### src/rtl/instruction_register_pkg.sv
// Shared processor definitions: default instruction geometry and opcode encoding.
package instruction_register_pkg;

    localparam int unsigned DefaultDataWidth   = 16;
    localparam int unsigned DefaultOpcodeWidth = 4;

    typedef enum logic [DefaultOpcodeWidth-1:0] {
        OpNop   = 4'h0,
        OpLoad  = 4'h1,
        OpStore = 4'h2,
        OpAdd   = 4'h3,
        OpSub   = 4'h4,
        OpAnd   = 4'h5,
        OpOr    = 4'h6,
        OpXor   = 4'h7,
        OpShl   = 4'h8,
        OpShr   = 4'h9,
        OpJmp   = 4'hA,
        OpJz    = 4'hB,
        OpJnz   = 4'hC,
        OpCall  = 4'hD,
        OpRet   = 4'hE,
        OpHalt  = 4'hF
    } opcode_e;

endpackage

### src/rtl/instruction_register.sv
// Instruction register: captures a word on write_en and splits it into opcode/operand fields.
module instruction_register
    import instruction_register_pkg::*;
#(
    parameter int unsigned DATA_WIDTH   = DefaultDataWidth,
    parameter int unsigned OPCODE_WIDTH = DefaultOpcodeWidth
) (
    input  logic                           clock,
    input  logic                           reset_n,
    input  logic                           write_en,
    input  logic [DATA_WIDTH-1:0]          data_in,
    output logic [DATA_WIDTH-1:0]          data_out,
    output logic [OPCODE_WIDTH-1:0]        opcode,
    output logic [DATA_WIDTH-OPCODE_WIDTH-1:0] operand,
    output logic                           loaded
);

    logic [DATA_WIDTH-1:0] data_d, data_q;
    logic                  loaded_d, loaded_q;

    // An unknown write_en falls through to hold rather than loading.
    always_comb begin
        data_d   = data_q;
        loaded_d = loaded_q;
        if (write_en) begin
            data_d   = data_in;
            loaded_d = 1'b1;
        end
    end

    always_ff @(posedge clock or negedge reset_n) begin
        if (!reset_n) begin
            data_q   <= '0;
            loaded_q <= 1'b0;
        end else begin
            data_q   <= data_d;
            loaded_q <= loaded_d;
        end
    end

    assign data_out = data_q;
    assign opcode   = data_q[DATA_WIDTH-1 -: OPCODE_WIDTH];
    assign operand  = data_q[DATA_WIDTH-OPCODE_WIDTH-1:0];
    assign loaded   = loaded_q;

endmodule

### config.mk
export PLATFORM = sky130hd
export DESIGN_NAME = instruction_register
export DESIGN_NICKNAME = d
export VERILOG_FILES = /design/src/rtl/instruction_register_pkg.sv /design/src/rtl/instruction_register.sv
export SDC_FILE = /design/constraint.sdc
export NUM_CORES = 1
export LEC_CHECK = 0
export ABC_AREA = 1
export CAP_MARGIN = 20
export CORE_ASPECT_RATIO = 0.7
export CORE_MARGIN = 1
export CORE_UTILIZATION = 25
export DETAILED_ROUTE_END_ITERATION = 16
export PLACE_DENSITY_LB_ADDON = 0.08
export SYNTH_ARGS = -nofsm -noshare
export SYNTH_HDL_FRONTEND = slang
export SYNTH_SLANG_ARGS = --single-unit
### constraint.sdc
create_clock -name clock -period 1.35 [get_ports clock]
set_input_delay 0.3375 -clock clock [delete_from_list [all_inputs] [get_ports clock]]
set_output_delay 0.3375 -clock clock [all_outputs]
set_load 0.005 [all_outputs]
==> results of run 1 <==
registers in the layout, indices dropped and copies added (netlist names):
name,count
loaded,1
data_out,16
worst max-delay path, stage by stage (launching register included):
cell and delay (ns):
dfrtp_1 0.39, buf_4 0.14, clkdlybuf4s15_1 0.20
kinds of logic after synthesis:
group | count (synthesis) | synth area share, %
AND/OR/NAND/NOR | 49 | 25.0
buffers and inverters | 20 | 21.5
flip-flops | 17 | 53.5
final cells by class:
cell class	count	area, sq um	share of cell area (%)
multi-input combinational	49	199	14.9
tap	36	45.0	3.38
timing repair buffer	69	609	45.7
clock buffer	4	45.0	3.38
sequential	17	425	31.9
inverter	1	8.76	0.657
metrics by stage:
stage | std cells | total power (uW) | setup WS (ns) | hold slack (ns)
floorplan | 86 | 728 | 0.486 | 0.0419
global placement | 157 | 906 | 0.0381 | 0.453
detailed placement | 157 | 908 | 0.0197 | 0.452
CTS | 176 | 1280 | 0.00379 | 0.425
global route | 176 | 1330 | 0.000941 | 0.433
finish | 176 | 1250 | 0.0412 | 0.416
power by group:
part           switching [uW]  internal [uW]  total, uW  leakage [uW]
clock network             152            209        360     0.0000228
logic                     112            201        314      0.000485
registers                26.1            552        579      0.000204
repair_timing:
action,in CTS,in global routing
setup endpoints to repair,33,3
resized for setup,39,3
hold buffers,0,0
buffers inserted,15,0
Yosys cell counts (all sizes together):
| library cell | count |
|---|---|
| or2 | 1 |
| dfrtp | 17 |
| inv | 1 |
| buf | 19 |
| nand2 | 48 |
metal layers:
metal  vias to the layer above  share of wire (%)  global-route usage [%]
met4                         0               0.63                    2.04
met5                         -                  0                       0
met1                       316                 45                    12.8
met3                         2                7.0                    3.93
met2                        24                 48                    19.1
li1                        346                  -                       -
path summary, 6_finish.rpt:
path,slack [ns],end,startpoint
min,0.42,data_out[15]$_DFFE_PN0P_,reset_n
max in group asynchronous,0.75,data_out[14]$_DFFE_PN0P_,reset_n
max,0.04,data_out[4],data_out[4]$_DFFE_PN0P_
min in group clock,0.46,loaded$_DFFE_PN0P_,loaded$_DFFE_PN0P_
max reg2reg,0.50,data_out[4]$_DFFE_PN0P_,data_out[4]$_DFFE_PN0P_
min reg2reg,0.46,loaded$_DFFE_PN0P_,loaded$_DFFE_PN0P_
==> key figures, run 1 <==
Outcome
  • Outcome: completed

Flow run
  • Max Cap Viol: 0

Clock network
  • Clock-pin transition on the worst setup and hold timing paths: 0.06 ns
  • Clk buf depth: 2
  • TritonCTS Sinks: 17
  • H-Tree Depth: 1
  • Root Buffer: clkbuf_8
  • CTS buffer count: 3
  • Worst skew pair latency: 0.24 ns
  • CTS tree: done

GRT
  • Largest net degree at the start of global routing: 18
  • Gr usage total: 10.8%
  • Global route overflow: 0
  • Number of global-route vias before repair: 654
  • Antenna violations before repair: 0
  • First-pass GRT wire length: 2.94 mm

Route
  • DRC: 0
  • Iteration-0 DRC Markers: 20
  • Vias: 688
  • DRT Wirelength: 1.73 mm
  • Antenna Nets Post-Route: 0
  • Via-per-instance ratio: 3.91
  • Wire per inst: 9.85 um
  • DRT Pass-1 Iters: 2

Cells and area
  • Antenna Cells: 0
  • Syn-to-layout area delta: 67.5%
  • Design area: 1330 sq um
  • Share of cells above drive strength 1: 20.0%
  • Commonest non-fill, non-tap cell in the layout: nand2_1
  • Layout net count: 160
  • Commonest non-fill, non-tap cells in the layout: 43 x nand2_1, 25 x dlygate4sd2_1, 18 x clkdlybuf4s50_1, 18 x buf_4, 17 x dfrtp_1
  • Post-layout util: 45.9%
  • Fillers: 290

Timing
  • Period minus WS final: 1.31 ns
  • Clk_skew: 0 ns
  • # setup viols final: 0
  • Final hold viol count: 0
  • Slew @ Worst Pin: 0.224 ns
  • Unrepaired setup endpoints after global routing: no
  • Fmax achieved: 764 MHz
  • Post-Route Setup TNS: 0 ns
  • Part of the cycle the worst path needs: 96.9%
  • Rel. slew slack: 85.0%
  • Max-slew violation count: 0

Setup path
  • CP max FO: 2
  • Worst path arrival time: 0.97 ns
  • Worst-case reg-to-reg path depth: 4
  • Worst path required time: 1.01 ns
  • CP Class: reg -> out
  • Startpoint Class: flop
  • Critical Path End Type: output pin

Placement
  • Port Buf Inserts: 51
  • Gpl congestion: 0.595
  • HPWL after DPL: 1.25 mm
  • Placement Cell Area: 1210 sq um

Synthesis
  • Share of the synthesized area in the top cell type: 53.5%
  • Top cells by area, synth: dfrtp_1 53%, nand2_1 20%, buf_4 15%
  • Warnings, synthesis: 0
  • Syn Std Cell Area: 796 sq um
  • Seq/Total Area, Yosys: 53.5%
  • Syn avg cell area: 9.25 sq um
  • Distinct cell type count after synthesis: 8
  • Yosys top cell by area: dfrtp_1
  • Syn nets: 105
  • Register bit total from synthesis: 17
  • Cell count after synthesis: 86

Pwr
  • Leak: 0.000711 uW
  • P per Cell Area: 940 nW/um^2
  • Worst IR drop on VDD: 0.642 mV

Floorplan
  • Core Area: 2900 sq um
  • Num rows: 16
  • Die Height: 49.2 um
  • Width of the die: 69.4 um
  • Die area: 3420 sq um
  • Initial Util: 27.4%
  • Ports: 52

Hold path
  • Tightest Hold Check Type: in -> async
Power figures use the tool's default switching activity.
==> inputs of run 2 (changes only) <==
- clock period: 1.35 -> 1.3 ns (I/O delays scaled with it)
==> key figures, run 2 (same netlist as run 1, synthesis figures left out) <==
Outcome
  • Outcome: completed

GRT
  • Gr usage total: 10.8% (unchanged)
  • Number of global-route vias before repair: 654 (unchanged)
  • First-pass GRT wire length: 2.94 mm (unchanged)
  • Global route overflow: 0 (unchanged)
  • Antenna violations before repair: 0 (unchanged)
  • Largest net degree at the start of global routing: 18 (unchanged)

Route
  • Iteration-0 DRC Markers: 20 (unchanged)
  • DRT Wirelength: 1.73 mm (-0.29%)
  • Wire per inst: 9.82 um (-0.29%)
  • DRT Pass-1 Iters: 2 (unchanged)
  • Vias: 689 (+0.15%)
  • DRC: 0 (unchanged)
  • Antenna Nets Post-Route: 0 (unchanged)
  • Via-per-instance ratio: 3.91 (+0.15%)

Timing
  • Final hold viol count: 0 (unchanged)
  • # setup viols final: 0 (unchanged)
  • Fmax achieved: 794 MHz
  • Period minus WS final: 1.26 ns
  • Clk_skew: 0 ns (unchanged)
  • Part of the cycle the worst path needs: 96.9%
  • Unrepaired setup endpoints after global routing: no
  • Slew @ Worst Pin: 0.224 ns (unchanged)
  • Rel. slew slack: 85.0% (unchanged)
  • Max-slew violation count: 0 (unchanged)

Floorplan
  • Num rows: 16 (unchanged)
  • Width of the die: 69.4 um (unchanged)
  • Core Area: 2900 sq um (unchanged)
  • Die area: 3420 sq um (unchanged)
  • Initial Util: 27.4% (unchanged)
  • Die Height: 49.2 um (unchanged)
  • Ports: 52 (unchanged)

Placement
  • Port Buf Inserts: 51 (unchanged)
  • Placed instance count: 157 (unchanged)
  • HPWL after DPL: 1.25 mm (unchanged)
  • Gpl congestion: 0.595 (unchanged)

Cells and area
  • Layout net count: 160 (unchanged)
  • Antenna Cells: 0 (unchanged)
  • Commonest non-fill, non-tap cell in the layout: nand2_1
  • Finished Layout Cells: 176 (unchanged)
  • Fillers: 296 (+2.1%)
  • Max reg flops: 16 (unchanged)
  • Syn-to-layout area delta: 63.7%
  • Share of cells above drive strength 1: 24.3% (+4.3 points)
  • Commonest non-fill, non-tap cells in the layout: 43 x nand2_1, 25 x dlygate4sd2_1, 18 x clkdlybuf4s50_1, 18 x buf_4, 17 x dfrtp_1

Setup path
  • Worst path required time: 0.98 ns (-0.03 ns)
  • Kind of cell adding the most delay to the critical path: flip-flops
  • Slowest CP cell: dfrtp_1
  • Buf/Inv on CP: 2 (unchanged)
  • Worst path arrival time: 0.93 ns (-0.04 ns)
  • Startpoint Class: flop
  • Worst-path cell chain: buf_4 -> clkdlybuf4s15_1
  • Worst path max stage delay: 0.37 ns (-0.02 ns)
  • R2R setup slack: 0.45 ns (-0.05 ns)
  • CP Class: reg -> out
  • CP max FO: 2 (unchanged)
  • Critical Path End Type: output pin

Clock network
  • CTS buffer count: 3 (unchanged)
  • CTS tree: done
  • Root Buffer: clkbuf_8
  • Clk buf depth: 2 (unchanged)
  • Clock-pin transition on the worst setup and hold timing paths: 0.06 ns (about the same)
  • TritonCTS Sinks: 17 (unchanged)
  • H-Tree Depth: 1 (unchanged)
  • Worst skew pair latency: 0.24 ns (about the same)

Flow run
  • Max Cap Viol: 0 (unchanged)

Hold path
  • Tightest Hold Check Type: in -> async

Pwr
  • Total power: 1290 uW (+3.1%)
  • Leak: 0.000709 uW (-0.26%)
  • P per Cell Area: 992 nW/um^2 (+5.5%)
  • Worst IR drop on VDD: 0.667 mV (+3.8%)
-- run 2: changes by cell type in the layout (fill, tap and decap cells not counted) --
cell             before  now
clkdlybuf4s15_1       7    1
clkbuf_2              1    7
-- run 2: layout make-up --
type,count,area [sq um],share of cell area [%]
clock buffers,4,45.0,3.46
inverters,1,8.76,0.672
multi-input cells,49,199,15.3
flip-flops and latches,17,425,32.7
well taps,36,45.0,3.46
repair buffers,69,579,44.5
-- run 2: worst paths after layout --
path	from	endpoint	cells past startpoint
max in group asynchronous	reset_n	data_out[14]$_DFFE_PN0P_	2
hold reg to reg	loaded$_DFFE_PN0P_	loaded$_DFFE_PN0P_	1
setup reg to reg	data_out[4]$_DFFE_PN0P_	data_out[4]$_DFFE_PN0P_	4
min in group clock	loaded$_DFFE_PN0P_	loaded$_DFFE_PN0P_	1
hold / removal	reset_n	data_out[15]$_DFFE_PN0P_	2
setup / recovery	data_out[9]$_DFFE_PN0P_	operand[9]	2
-- run 2: timing repair --
action	4_1_cts	5_1_grt
resized for setup	41	7
setup buffers	15	0
cloned	0	0
hold buffers	0	0
endpoints found under the setup margin	33	7
-- run 2: per-stage QoR --
| stage | TNS, ns | instance area [sq um] | hold WS [ns] | utilization [%] | setup slack, ns |
|---|---|---|---|---|---|
| detailed placement | -0.113 | 1210 | 0.452 | 41.7 | -0.0178 |
| global placement | 0 | 1210 | 0.453 | 41.7 | 0.000611 |
| finish | 0 | 1300 | 0.403 | 44.9 | 0.0402 |
| global route | 0 | 1300 | 0.420 | 44.9 | 0.0111 |
| CTS | -0.00855 | 1340 | 0.413 | 46.1 | -0.00855 |
| floorplan | 0 | 796 | 0.0294 | - | 0.449 |
-- run 2: per-layer routing --
layer | GRT usage, % | up-vias | part of all wire [%]
met5 | 0 | - | 0
met4 | 2.04 | 0 | 0.64
met3 | 3.93 | 2 | 6.8
met2 | 19.1 | 24 | 48
met1 | 12.8 | 317 | 45
li1 | - | 346 | -
-- run 2: power by group --
group | leakage, uW | total (uW) | switching, uW | internal (uW)
Combinational | 0.000483 | 317 | 116 | 201
Clock | 0.0000228 | 374 | 158 | 217
Sequential | 0.000204 | 601 | 27.0 | 574
==> inputs of run 3 (changes only) <==
- CTS_BUF_LIST: unset -> sky130_fd_sc_hd__clkbuf_8
==> key figures, run 3 (same netlist as run 1, synthesis figures left out) <==
GRT
  • Number of global-route vias before repair: 654 (unchanged)
  • First-pass GRT wire length: 2.94 mm (unchanged)
  • Global route overflow: 0 (unchanged)
  • Antenna violations before repair: 0 (unchanged)
  • Largest net degree at the start of global routing: 18 (unchanged)
  • Gr usage total: 10.8% (unchanged)

Setup path
  • Critical Path End Type: output pin
  • CP max FO: 2 (unchanged)
  • Worst-path cell chain: buf_4 -> clkdlybuf4s15_1
  • R2R setup slack: 0.45 ns (about the same)
  • Worst path required time: 0.98 ns (about the same)
  • Worst-case reg-to-reg path depth: 4 (unchanged)
  • Startpoint Class: flop
  • Worst path max stage delay: 0.37 ns (about the same)
  • CP Class: reg -> out
  • Slowest CP cell: dfrtp_1
  • Worst path arrival time: 0.93 ns (about the same)

Pwr
  • Worst IR drop on VDD: 0.667 mV (about the same)
  • Switching pwr: 301 uW (about the same)
  • Clk pwr share: 28.5% (-0.5 points)
  • Leak: 0.000713 uW (+0.58%)
  • Logic gate share of total power: 24.7% (+0.2 points)
  • P per Cell Area: 986 nW/um^2 (-0.60%)
  • Internal cell power: 983 uW (-0.80%)
  • Reg power frac: 46.8% (+0.3 points)
  • Sw Share: 23.4% (+0.16 points)

Clock network
  • TritonCTS Sinks: 17 (unchanged)
  • CTS tree: done
  • Worst skew pair latency: 0.24 ns (about the same)
  • Root Buffer: clkbuf_8
  • Hold-fix buffers at CTS: 0 (unchanged)
  • Clock-pin transition on the worst setup and hold timing paths: 0.06 ns (about the same)
  • Clk buf depth: 2 (unchanged)
  • H-Tree Depth: 1 (unchanged)
  • CTS buffer count: 3 (unchanged)

Timing
  • Part of the cycle the worst path needs: 96.9% (unchanged)
  • Rel. slew slack: 85.0% (unchanged)
  • Final hold viol count: 0 (unchanged)
  • Period minus WS final: 1.26 ns (unchanged)
  • Clk_skew: 0 ns (unchanged)
  • Slew @ Worst Pin: 0.224 ns (unchanged)
  • Final Hold Slack: 0.403 ns (-0.000191 ns)
  • Fmax achieved: 794 MHz (unchanged)
  • # setup viols final: 0 (unchanged)
  • Post-Route Setup TNS: 0 ns (unchanged)
  • Max-slew violation count: 0 (unchanged)
  • Unrepaired setup endpoints after global routing: no

Floorplan
  • Num rows: 16 (unchanged)
  • Die area: 3420 sq um (unchanged)
  • Ports: 52 (unchanged)
  • Width of the die: 69.4 um (unchanged)
  • Die Height: 49.2 um (unchanged)
  • Core Area: 2900 sq um (unchanged)
  • Initial Util: 27.4% (unchanged)

Route
  • Via-per-instance ratio: 3.91 (unchanged)
  • DRC: 0 (unchanged)
  • Vias: 689 (unchanged)
  • Iteration-0 DRC Markers: 20 (unchanged)
  • Wire per inst: 9.82 um (about the same)
  • Antenna Nets Post-Route: 0 (unchanged)
  • DRT Pass-1 Iters: 2 (unchanged)
  • DRT Wirelength: 1.73 mm (about the same)

Flow run
  • Max Cap Viol: 0 (unchanged)

Cells and area
  • Footprint of the multi-input gates: 199 sq um (unchanged)
  • Syn-to-layout area delta: 63.7% (unchanged)
  • Layout net count: 160 (unchanged)
  • Fillers: 296 (unchanged)
  • Design area: 1300 sq um (unchanged)
  • Antenna Cells: 0 (unchanged)
  • Commonest non-fill, non-tap cells in the layout: 43 x nand2_1, 25 x dlygate4sd2_1, 18 x clkdlybuf4s50_1, 18 x buf_4, 17 x dfrtp_1
  • Commonest non-fill, non-tap cell in the layout: nand2_1
  • Max reg flops: 16 (unchanged)
  • Share of cells above drive strength 1: 24.3% (unchanged)
  • Register Area: 425 sq um (unchanged)

Placement
  • Gpl congestion: 0.595 (unchanged)
  • Port Buf Inserts: 51 (unchanged)
  • HPWL after DPL: 1.25 mm (unchanged)
  • Placement Cell Area: 1210 sq um (unchanged)

Hold path
  • Tightest Hold Check Type: in -> async

Outcome
  • Outcome: completed
-- run 3: changes by cell type in the layout (fill, tap and decap cells not counted), sizes merged --
cell / previous run / this run
clkbuf: 11 / 10
inv: 1 / 2
-- run 3: what timing repair did --
action,CTS,global route
endpoints found under the setup margin,33,7
setup buffers,15,0
gates resized for setup,41,7
-- run 3: per-layer routing --
metal | GRT usage (%) | up-vias | wire, um
li1 | - | 346 | -
met5 | 0 | - | 0
met1 | 12.8 | 317 | 772
met2 | 19.1 | 24 | 826
met3 | 3.93 | 2 | 117
met4 | 2.04 | 0 | 11
-- run 3: final timing paths --
kind,to,startpoint
setup / recovery,operand[9],data_out[9]$_DFFE_PN0P_
hold / removal,data_out[15]$_DFFE_PN0P_,reset_n
setup reg to reg,data_out[4]$_DFFE_PN0P_,data_out[4]$_DFFE_PN0P_
hold reg to reg,loaded$_DFFE_PN0P_,loaded$_DFFE_PN0P_
max in group asynchronous,data_out[14]$_DFFE_PN0P_,reset_n
min in group clock,loaded$_DFFE_PN0P_,loaded$_DFFE_PN0P_
-- run 3: power groups by stage --
stage / combinational [uW] / sequential, uW / clock [uW]
after global placement: 322 / 618 / 0
after global routing: 347 / 609 / 414
final: 317 / 601 / 366
after CTS: 334 / 602 / 386
after floorplan: 135 / 621 / 0
after detailed placement: 321 / 622 / 0
-- run 3: final cells by class --
cell class | instances | share of cell area [%]
clock inverters | 1 | 0.288
clock buffers | 3 | 3.17
flip-flops and latches | 17 | 32.7
well taps | 36 | 3.46
multi-input cells | 49 | 15.3
repair buffers | 69 | 44.5
inverters | 1 | 0.672
-- run 3: through the flow --
stage | total power [uW] | instances | worst slack [ns] | utilization [%]
3_3_place_gp | 941 | 157 | 0.000611 | 41.7
5_1_grt | 1370 | 176 | 0.0111 | 44.9
3_5_place_dp | 943 | 157 | -0.0178 | 41.7
2_1_floorplan | 756 | 86 | 0.449 | -
6_report | 1280 | 176 | 0.0402 | 44.9
4_1_cts | 1320 | 176 | -0.00966 | 46.1
-- run 3: worst max-delay path: cells and delay by family (launching register included) --
| family | cells | cell delay, ns |
|---|---|---|
| flops | 1 | 0.37 |
| buf+inv | 2 | 0.32 |
==> edit (settings of run 3) <==
The package constant `DefaultDataWidth` goes from 16 to 32.
--- a/src/rtl/instruction_register_pkg.sv
+++ b/src/rtl/instruction_register_pkg.sv
@@ -1,7 +1,7 @@
 // Shared processor definitions: default instruction geometry and opcode encoding.
 package instruction_register_pkg;
 
-    localparam int unsigned DefaultDataWidth   = 16;
+    localparam int unsigned DefaultDataWidth   = 32;
     localparam int unsigned DefaultOpcodeWidth = 4;
 
     typedef enum logic [DefaultOpcodeWidth-1:0] {
Ports: changed (resized data_in, data_out and operand); port bits go from 52 to 100. No check against the original RTL was run, so the function may have changed too.
==> edit against run 3 <==
  * Setup slack worse by 0.0041 ns
  * Maximum frequency is 0.32% lower
  * Total power is 93% higher
  * Largest cell class unchanged
  * Wire length rose by 120%
  * Area after synthesis rose by 89%
  * Sequential cell count up 16
  * Final area increased by 90%
  * Combinational power increased by 94%
  * Final cell count is 95% higher
==> edit: results (changes against run 3) <==
- Synth area leaders: dfrtp_1, nand2_1, buf_4, buf_6, inv_4
- Worst R2R Setup Slack: 0.46 ns
- Async S/R FF share, synth: 100% (unchanged)
- Leak pwr: 1.34 nW (+88%)
- Root buffer cell: clkbuf_8
- Synth Warn #: 0 (unchanged)
- Cell internal pwr: 1.86 mW (+89%)
- Largest net degree at the start of global routing: 33 (+15)
- Worst hold path cell count: 1
- CP max stage delay: 0.40 ns (+0.03 ns)
- CP max FO: 3 (+1)
- Dpl hpwl: 2610 um (+110%)
- Hold WS: 0.472 ns (+0.0685 ns)
- H-tree Lvls: 2 (+1)
- Vias in the first global route: 1,284 (+96%)
- Vias/cell: 3.90 (-0.28%)
- First-pass DRT Iterations: 4 (+2)
- Worst Tran Pin Value: 0.404 ns (+0.180 ns)
- Hold Path Origin: loaded
- Drt wl/cell: 11.3 um (+15%)
- Clock buffer count from CTS: 5 (+2)
- WP data arrival: 0.94 ns
- Antenna Cells: 0 (unchanged)
- Worst vdd ir: 348 uV (-48%)
- Post-synthesis sequential area ratio: 54.8% (+1.4 points)
- Clock Path Buffers: 2 (unchanged)
- Total track usage: 12.7% (+1.9 points)
- Hold WC Path Type: flop to flop
- First-pass GRT wire length: 6070 um (+110%)
- Cell family with most CP delay: flip-flops
- RR Startpoint: data_out[27]
- Initial drt markers: 46 (+130%)
- Reg2Reg Depth: 4 (unchanged)
- Synth cell types: 6 (-2)
- Max reg flops: 32 (+16)
- Crit-path slowest cell: dfrtp_1
- Nets: 302 (+89%)
- PortBufs: 99 (+94%)
- Latest clock arrival within the worst-skew pair: 0.27 ns (+0.03 ns)
- CTS clk-pin slew, worst paths: 0.07 ns
- Clk_skew: 0 ns (unchanged)
- List of most frequent post-synthesis cells: nand2_1, buf_4, dfrtp_1, buf_6
- GPL Wtd Cong: 0.642 (+7.9%)
- RR Endpoint: data_out[27]
- Post-synth net total: 205 (+95%)
- Run status: completed
- Initial antenna violation count: 0 (unchanged)
- Hold endpoint: loaded
- Ratio of cells with drive above 1 in the final layout: 20.9% (-3.4 points)
- Fillers: 598 (+100%)
==> edit: changes by cell type after synthesis <==
cell / delta
nand2_1: +53
inv_4: +1
or2_1: -1
inv_6: -1
dfrtp_1: +16
nand2_2: -5
buf_6: +2
buf_12: -1
buf_4: +19
or2_2: +1
==> edit: worst max-delay path by stage <==
stage | cells past startpoint | endpoint | start
final | 1 | data_out[25] | data_out[25]
after global routing | 1 | operand[25] | data_out[25]
after CTS | 2 | data_out[8] | data_out[8]
after detailed placement | 4 | data_out[0] | write_en
after global placement | 4 | data_out[7] | write_en
after floorplan | 1 | opcode[0] | data_out[28]
==> edit: layer usage <==
| metal | track usage, % | vias up | part of all wire, % |
|---|---|---|---|
| li1 | - | 669 | - |
| met1 | 17.1 | 613 | 49 |
| met2 | 19.4 | 55 | 42 |
| met3 | 4.11 | 2 | 8.7 |
| met4 | 3.41 | 0 | 0.70 |
| met5 | 0 | - | 0 |
==> edit: kinds of logic (layout without fill, tap and decap cells) <==
family / count (synthesis) / count (layout) / share of synthesized area (%)
buf+inv: 40 / 138 / 20.8
flops: 33 / 33 / 54.8
simple gates: 97 / 97 / 24.3
==> edit: worst reg2reg max path: stages, from the launching register on <==
cell	delay, ns
dfrtp_1	0.38
buf_4	0.14
buf_4	0.12
nand2_1	0.05
nand2_1	0.05
==> edit: cell type report <==
| class | count | share of cell area (%) |
|---|---|---|
| multi-input combinational | 97 | 14.8 |
| inverter | 1 | 0.253 |
| clock buffer | 5 | 2.78 |
| sequential | 33 | 33.3 |
| timing repair buffer | 129 | 44.6 |
| tap | 75 | 3.79 |
| clock inverter | 3 | 0.455 |
==> edit: what timing repair did <==
item,4_1_cts,5_1_grt
hold buffers,1,0
resized for setup,90,36
setup endpoints to repair,65,40
buffers inserted,24,1
endpoints found under the hold margin,15,0
==> edit: stage by stage <==
step                setup slack, ns  setup TNS, ns  area (um^2)  std cells  power, mW
floorplan                     0.461              0         1510        170       1.46
global placement             -0.110          -2.78         2320        309       1.84
detailed placement           -0.114          -3.13         2320        309       1.83
CTS                         -0.0417         -0.324         2530        342       2.54
global route                -0.0215        -0.0416         2480        343       2.65
finish                       0.0361              0         2480        343       2.48
==> edit: power by group through the flow <==
stage | clock (mW) | combinational, mW | sequential (mW)
final | 0.694 | 0.614 | 1.17
after global routing | 0.779 | 0.683 | 1.19
after CTS | 0.732 | 0.632 | 1.17
after detailed placement | 0 | 0.626 | 1.21
after global placement | 0 | 0.629 | 1.21
after floorplan | 0 | 0.253 | 1.21
